File: config.mk
export PLATFORM = sky130hd
export DESIGN_NAME = page_cmd_arbiter
export DESIGN_NICKNAME = d
export VERILOG_FILES = /design/src/rtl/page_cmd_arbiter.sv
export SDC_FILE = /design/constraint.sdc
export NUM_CORES = 1
export LEC_CHECK = 0
export BUFFER_PORTS_ARGS = -buffer_cell sky130_fd_sc_hd__buf_2
export CAP_MARGIN = 5
export CORE_AREA = 2 2 179 181
export CTS_BUF_LIST = sky130_fd_sc_hd__clkbuf_4 sky130_fd_sc_hd__clkbuf_8
export CTS_CLUSTER_DIAMETER = 40
export DETAILED_ROUTE_END_ITERATION = 10
export DIE_AREA = 0 0 181 183
export SLEW_MARGIN = 20
export SYNTH_ARGS = -nofsm -noshare
export SYNTH_HDL_FRONTEND = slang
export SYNTH_SLANG_ARGS = --single-unit
File: constraint.sdc
create_clock -name clk -period 4.1 [get_ports clk]
set_input_delay 0.615 -clock clk [delete_from_list [all_inputs] [get_ports clk]]
set_output_delay 0.615 -clock clk [all_outputs]
set_load 0.01 [all_outputs]
File: src/rtl/page_cmd_arbiter.sv
// ----------------------------------------------------------------------------
// page_cmd_arbiter
//
// Shares a single NAND-channel page-command port between NREQ command
// schedulers. Arbitration is round-robin at sequence granularity: a granted
// requester keeps the port until its last=1 beat is accepted, so multi-plane
// command sequences are never interleaved. A stalled owner that stops
// presenting beats for LOCK_TO cycles is forcibly released (LOCK_TO=0
// disables this). The downstream side is a single registered output slot.
//
// Ports
//   clk, rst           clock, asynchronous active-high reset
//   i_req_valid        per-requester beat valid
//   o_req_ready        per-requester beat ready (only the owner, only when slot free)
//   i_req_cmd/last/id/addr/param  per-requester beat fields, requester k at slice k
//   i_page_cmd_ready   downstream ready
//   o_page_cmd_valid   downstream valid (registered)
//   o_page_cmd/_last/_id, o_page_addr, o_page_cmd_param  forwarded beat fields
//   o_grant_idx        current or most recent owner
//   o_busy             high while a requester owns the port
//   o_lock_err         one-cycle pulse on a timeout-forced release
// ----------------------------------------------------------------------------
module page_cmd_arbiter #(
    parameter int NREQ    = 3,
    parameter int LOCK_TO = 1024,
    parameter int GW      = (NREQ > 1) ? $clog2(NREQ) : 1
) (
    input  logic                 clk,
    input  logic                 rst,
    input  logic [NREQ-1:0]      i_req_valid,
    output logic [NREQ-1:0]      o_req_ready,
    input  logic [16*NREQ-1:0]   i_req_cmd,
    input  logic [NREQ-1:0]      i_req_last,
    input  logic [16*NREQ-1:0]   i_req_id,
    input  logic [48*NREQ-1:0]   i_req_addr,
    input  logic [32*NREQ-1:0]   i_req_param,
    input  logic                 i_page_cmd_ready,
    output logic                 o_page_cmd_valid,
    output logic [15:0]          o_page_cmd,
    output logic                 o_page_cmd_last,
    output logic [15:0]          o_page_cmd_id,
    output logic [47:0]          o_page_addr,
    output logic [31:0]          o_page_cmd_param,
    output logic [GW-1:0]        o_grant_idx,
    output logic                 o_busy,
    output logic                 o_lock_err
);

    localparam int TW = (LOCK_TO > 1) ? $clog2(LOCK_TO) : 1;

    typedef enum logic {StIdle, StLock} state_t;

    state_t          r_state;
    state_t          w_state_next;

    logic [GW-1:0]   r_grant;
    logic [GW-1:0]   r_rr_ptr;
    logic [TW-1:0]   r_timer;
    logic            r_lock_err;
    logic            r_valid;
    logic [15:0]     r_cmd;
    logic            r_last;
    logic [15:0]     r_id;
    logic [47:0]     r_addr;
    logic [31:0]     r_param;

    logic            w_slot_free;
    logic            w_owner_valid;
    logic            w_accept;
    logic            w_acc_last;
    logic            w_timeout;
    logic            w_found;
    logic [GW-1:0]   w_winner;
    logic [GW-1:0]   w_idx;

    // Slot can take a new beat if empty or draining this very cycle.
    assign w_slot_free   = ~r_valid | i_page_cmd_ready;
    assign w_owner_valid = i_req_valid[r_grant];
    assign w_accept      = (r_state == StLock) & w_slot_free & w_owner_valid;
    assign w_acc_last    = i_req_last[r_grant];

    // Only an absent owner counts toward the timeout; a backpressured owner does not.
    assign w_timeout = (LOCK_TO != 0) & (r_state == StLock) & ~w_owner_valid &
                       (r_timer == TW'(LOCK_TO - 1));

    // Round-robin scan starting one past the previous owner.
    always_comb begin
        w_found  = 1'b0;
        w_winner = '0;
        w_idx    = '0;
        for (int i = 1; i <= NREQ; i++) begin
            w_idx = GW'((int'(r_rr_ptr) + i) % NREQ);
            if (!w_found && i_req_valid[w_idx]) begin
                w_found  = 1'b1;
                w_winner = w_idx;
            end
        end
    end

    // FSM state register
    always_ff @(posedge clk or posedge rst) begin
        if (rst) begin
            r_state <= StIdle;
        end else begin
            r_state <= w_state_next;
        end
    end

    // FSM next state
    always_comb begin
        w_state_next = r_state;
        case (r_state)
            StIdle: begin
                if (w_found) begin
                    w_state_next = StLock;
                end
            end
            StLock: begin
                if ((w_accept && w_acc_last) || w_timeout) begin
                    w_state_next = StIdle;
                end
            end
            default: w_state_next = StIdle;
        endcase
    end

    // FSM outputs
    always_comb begin
        o_req_ready = '0;
        o_busy      = (r_state == StLock);
        if (r_state == StLock && w_slot_free) begin
            o_req_ready[r_grant] = 1'b1;
        end
    end

    // Grant bookkeeping, timeout timer and output slot
    always_ff @(posedge clk or posedge rst) begin
        if (rst) begin
            r_grant    <= '0;
            r_rr_ptr   <= GW'(NREQ - 1);
            r_timer    <= '0;
            r_lock_err <= 1'b0;
            r_valid    <= 1'b0;
            r_cmd      <= '0;
            r_last     <= 1'b0;
            r_id       <= '0;
            r_addr     <= '0;
            r_param    <= '0;
        end else begin
            r_lock_err <= w_timeout;

            if (w_accept) begin
                r_valid <= 1'b1;
                r_cmd   <= i_req_cmd[16*r_grant +: 16];
                r_last  <= w_acc_last;
                r_id    <= i_req_id[16*r_grant +: 16];
                r_addr  <= i_req_addr[48*r_grant +: 48];
                r_param <= i_req_param[32*r_grant +: 32];
            end else if (i_page_cmd_ready) begin
                r_valid <= 1'b0;
            end

            if (r_state == StIdle) begin
                r_timer <= '0;
                if (w_found) begin
                    r_grant <= w_winner;
                end
            end else if (w_accept) begin
                r_timer <= '0;
                if (w_acc_last) begin
                    r_rr_ptr <= r_grant;
                end
            end else if (w_timeout) begin
                r_timer  <= '0;
                r_rr_ptr <= r_grant;
            end else if (!w_owner_valid && LOCK_TO != 0) begin
                r_timer <= r_timer + TW'(1);
            end
        end
    end

    assign o_page_cmd_valid = r_valid;
    assign o_page_cmd       = r_cmd;
    assign o_page_cmd_last  = r_last;
    assign o_page_cmd_id    = r_id;
    assign o_page_addr      = r_addr;
    assign o_page_cmd_param = r_param;
    assign o_grant_idx      = r_grant;
    assign o_lock_err       = r_lock_err;

endmodule
==> results by group <==
Timing
  • Achievable clock frequency: roughly 340 MHz
  • Tightest hold margin: about 0.35 ns
  • Total Neg Setup Slack: 0 ns
  • Transition time of the tightest slew-check pin: between 0.9 and 1 ns
  • Number of failing hold endpoints at the final stage: 0
  • Number of slew-limit violations in the final report: 0
  • Tcrit/Tclk final: 71.3%
  • RSZ-0062 raised after global routing: no
  • Count of endpoints failing setup in the final report: 0
  • Final period demand of the worst path: 2.92 ns
  • Max-slew headroom at the worst pin: approximately a third
  • Clock tree skew after final layout: approximately 0.015 ns

Critical path
  • Highest fanout seen on the critical path: 58
  • CP required: roughly 3.5 ns
  • Kind of capture point of the worst setup path: primary output
  • Count of cells along the worst register-to-register path: 6
  • Reg-to-reg critical path startpoint: o_grant_idx[0]
  • Worst reg-to-reg setup slack: around 1.5 ns
  • Critical Path Start Type: register
  • Crit Path Class: register to primary output
  • Worst reg2reg endpoint: o_page_addr[9]
  • Arrival time reported for the critical path endpoint: about 2.3 ns

Floorplan
  • Initial core utilization: a little under a quarter
  • Chip height: between 150 and 200 um
  • Number of rows in the core area: 65
  • I/O pin cnt: 466
  • Width of the chip: 181 um
  • Area inside the core boundary: about 31,000 um2
  • Die area: approximately 33,000 um2

Synthesis
  • Syn Nets: ~1,200
  • Fraction of registers with async set or reset after synthesis: 100%
  • Synth warn: 0
  • Post-synth EDFFs: 0
  • Cells after synthesis: 852
  • Share of the synthesized area in the top cell type: approximately 45%
  • Post-synthesis share of cell area spent on and, or, nand and nor gates: between 10 and 15%
  • Predominant post-synthesis flop cell: dfrtp_1
  • Proportion of synthesized area in mux cells: 16.5%
  • Top cells by area, synth: dfrtp_1 45%, mux2i_1 16%, a21oi_1 8.4%
  • Sequential share of the synthesized area: ~45%
  • Xor and xnor area share after synthesis: less than 1%
  • Combinational family with the most area after synthesis: compound AO/OA/AOI/OAI gates
  • Synthesized area: between 7000 and 8000 um2
  • Unique cell type count in the Yosys netlist: a little over 40
  • Area fraction in compound gates after synthesis: between 10% and 20%
  • Avg Cell Area, Syn: about 8.5 um2
  • Adder-cell area share of the yosys netlist: less than 1%
  • Cell taking the most area after synthesis: dfrtp_1
  • Count of state elements after synthesis: 130

Placement
  • Final weighted congestion in routability-driven placement: approximately 0.8
  • Hpwl dp: between 15,000 and 20,000 um
  • Total cell area at the placement stage: between 9000 and 10,000 um2
  • Number of buffer cells added on primary ports: between 400 and 500

Job
  • Max-Cap Viols: 0

Clock network
  • Clock network latency to the later pin of the worst-skew pair: about 0.43 ns
  • Clock transition at the register clock pins on the worst setup and hold paths after CTS: approximately 0.08 ns
  • Root Buffer Master: clkbuf_8
  • CTS tree: built
  • Number of buffers added to fix hold violations after cts: 0
  • Clock Sinks: 130
  • # Post-CTS Setup Buffers: 0
  • Number of levels in the clock H-tree: 4
  • Clock buffer count from CTS: 17
  • Number of cells upsized or downsized after cts: 0
  • Maximum number of buffers from clock root to sink: 2

Route
  • Total via count after detailed routing: 7,496
  • Wirelength, routed: 24,000 um
  • Detail-routed net length per standard cell: ~14 um
  • Antenna-violating nets left: 0
  • Router iterations before antenna repair: 5
  • Residual DRC: 0
  • First DRT Iteration DRCs: roughly 350
  • Detail-routed via count per cell: 4.43

Pwr
  • Post-route total power: between 6 and 7 mW
  • Leakage power figure: between 5 and 6 nW
  • Pwr Density: between 600 and 700 nW/um2
  • VDD IR max: about 0.46 mV

Status
  • Result of the run: completed

GRT
  • Antenna violations before repair: 0
  • Residual overflow from global routing: 0
  • GRT Total Usage: between 10 and 15%
  • Global-route wire length before repair: 37,300 um
  • Pin count of the biggest net entering global routing: 226
  • Number of global-route vias before repair: between 7,000 and 8,000

Worst hold path
  • Worst min-delay path class: input pin to async pin

Layout
  • Leading cell type in the layout, fill and taps excluded: buf_2
  • Proportion of layout cells with a drive suffix above 1: ~40%
  • Layout-stage area growth over the synthesis result: 42.0%
  • Antenna Cells: 0
  • Final nets: 1,625
  • Final std cell area, no fill: about 10,000 um2
  • # fillers: approximately 3,400
  • Most frequent cells in the layout: 465 x buf_2, 127 x dfrtp_1, 121 x a21oi_1
routing by layer:
layer | vias to the layer above | global-route usage, % | part of all wire (%) | routed length, um
met2 | 280 | 25.0 | 50 | 12100
met5 | - | 0 | 0 | 0
met4 | 0 | 3.25 | 0.85 | 205
met3 | 13 | 3.16 | 6.3 | 1510
met1 | 3425 | 17.4 | 43 | 10300
li1 | 3778 | - | - | -
kinds of logic (layout without fill, tap and decap cells):
kind of cell	count (synthesis)	after routing
mux	119	119
xor+xnor	3	3
fa+ha+maj	4	4
simple gates	269	269
compound gates	253	253
flops	130	130
buf+inv	74	512
layout make-up:
class | count | area (um2) | area share [%]
multi-input combinational | 648 | 3700 | 36.0
inverter | 8 | 35.0 | 0.341
clock buffer | 19 | 249 | 2.42
sequential | 130 | 3260 | 31.7
timing repair buffer | 472 | 2400 | 23.4
tap | 402 | 503 | 4.89
clock inverter | 13 | 129 | 1.25
through the flow:
| step | instances | util [%] | setup slack, ns |
|---|---|---|---|
| after floorplan | 852 | - | 0.0173 |
| after global placement | 1660 | 31.7 | 1.53 |
| after detailed placement | 1660 | 31.7 | 1.50 |
| after CTS | 1692 | 32.9 | 1.11 |
| after global routing | 1692 | 32.9 | 0.962 |
| final | 1692 | 32.9 | 1.18 |
how the worst max path moves through the flow:
stage | slack [ns] | from | end
3_3_place_gp | 1.53 | o_grant_idx[0] | o_page_cmd_param[23]
6_report | 1.18 | o_grant_idx[1] | o_req_ready[2]
5_1_grt | 0.96 | o_grant_idx[1] | o_req_ready[2]
2_1_floorplan | 0.02 | rst | o_busy
3_5_place_dp | 1.50 | o_grant_idx[0] | o_page_cmd_param[8]
4_1_cts | 1.11 | o_grant_idx[1] | o_req_ready[2]
sequential cells by signal (all words and copies together) (netlist names):
register	cells
o_page_addr	48
o_page_cmd_param	32
o_page_cmd	16
o_page_cmd_id	16
r_timer	10
o_grant_idx	2
r_rr_ptr	2
o_busy	1
o_lock_err	1
o_page_cmd_last	1
o_page_cmd_valid	1
synth_stat cells, types with 6 or more instances:
| cell type | count |
|---|---|
| nor3_1 | 6 |
| buf_1 | 6 |
| buf_2 | 16 |
| nand3_1 | 7 |
| nand2_1 | 120 |
| o21ai_0 | 117 |
| nor2_1 | 119 |
| clkbuf_1 | 43 |
| mux2i_1 | 117 |
| dfrtp_1 | 129 |
| inv_1 | 8 |
| a21oi_1 | 121 |
critical path, cell delays in order (launching register included):
cell	delay, ns
dfrtp_4	0.52
buf_4	0.72
inv_1	0.22
nor3_1	0.26
buf_2	0.17
power breakdown:
part,total (mW),switching (mW),internal [mW]
Combinational,3.36,2.03,1.34
Clock,1.06,0.557,0.504
Sequential,2.25,0.398,1.85
Total,6.67,2.98,3.69
Note: power is estimated with default switching activity, not from simulation.
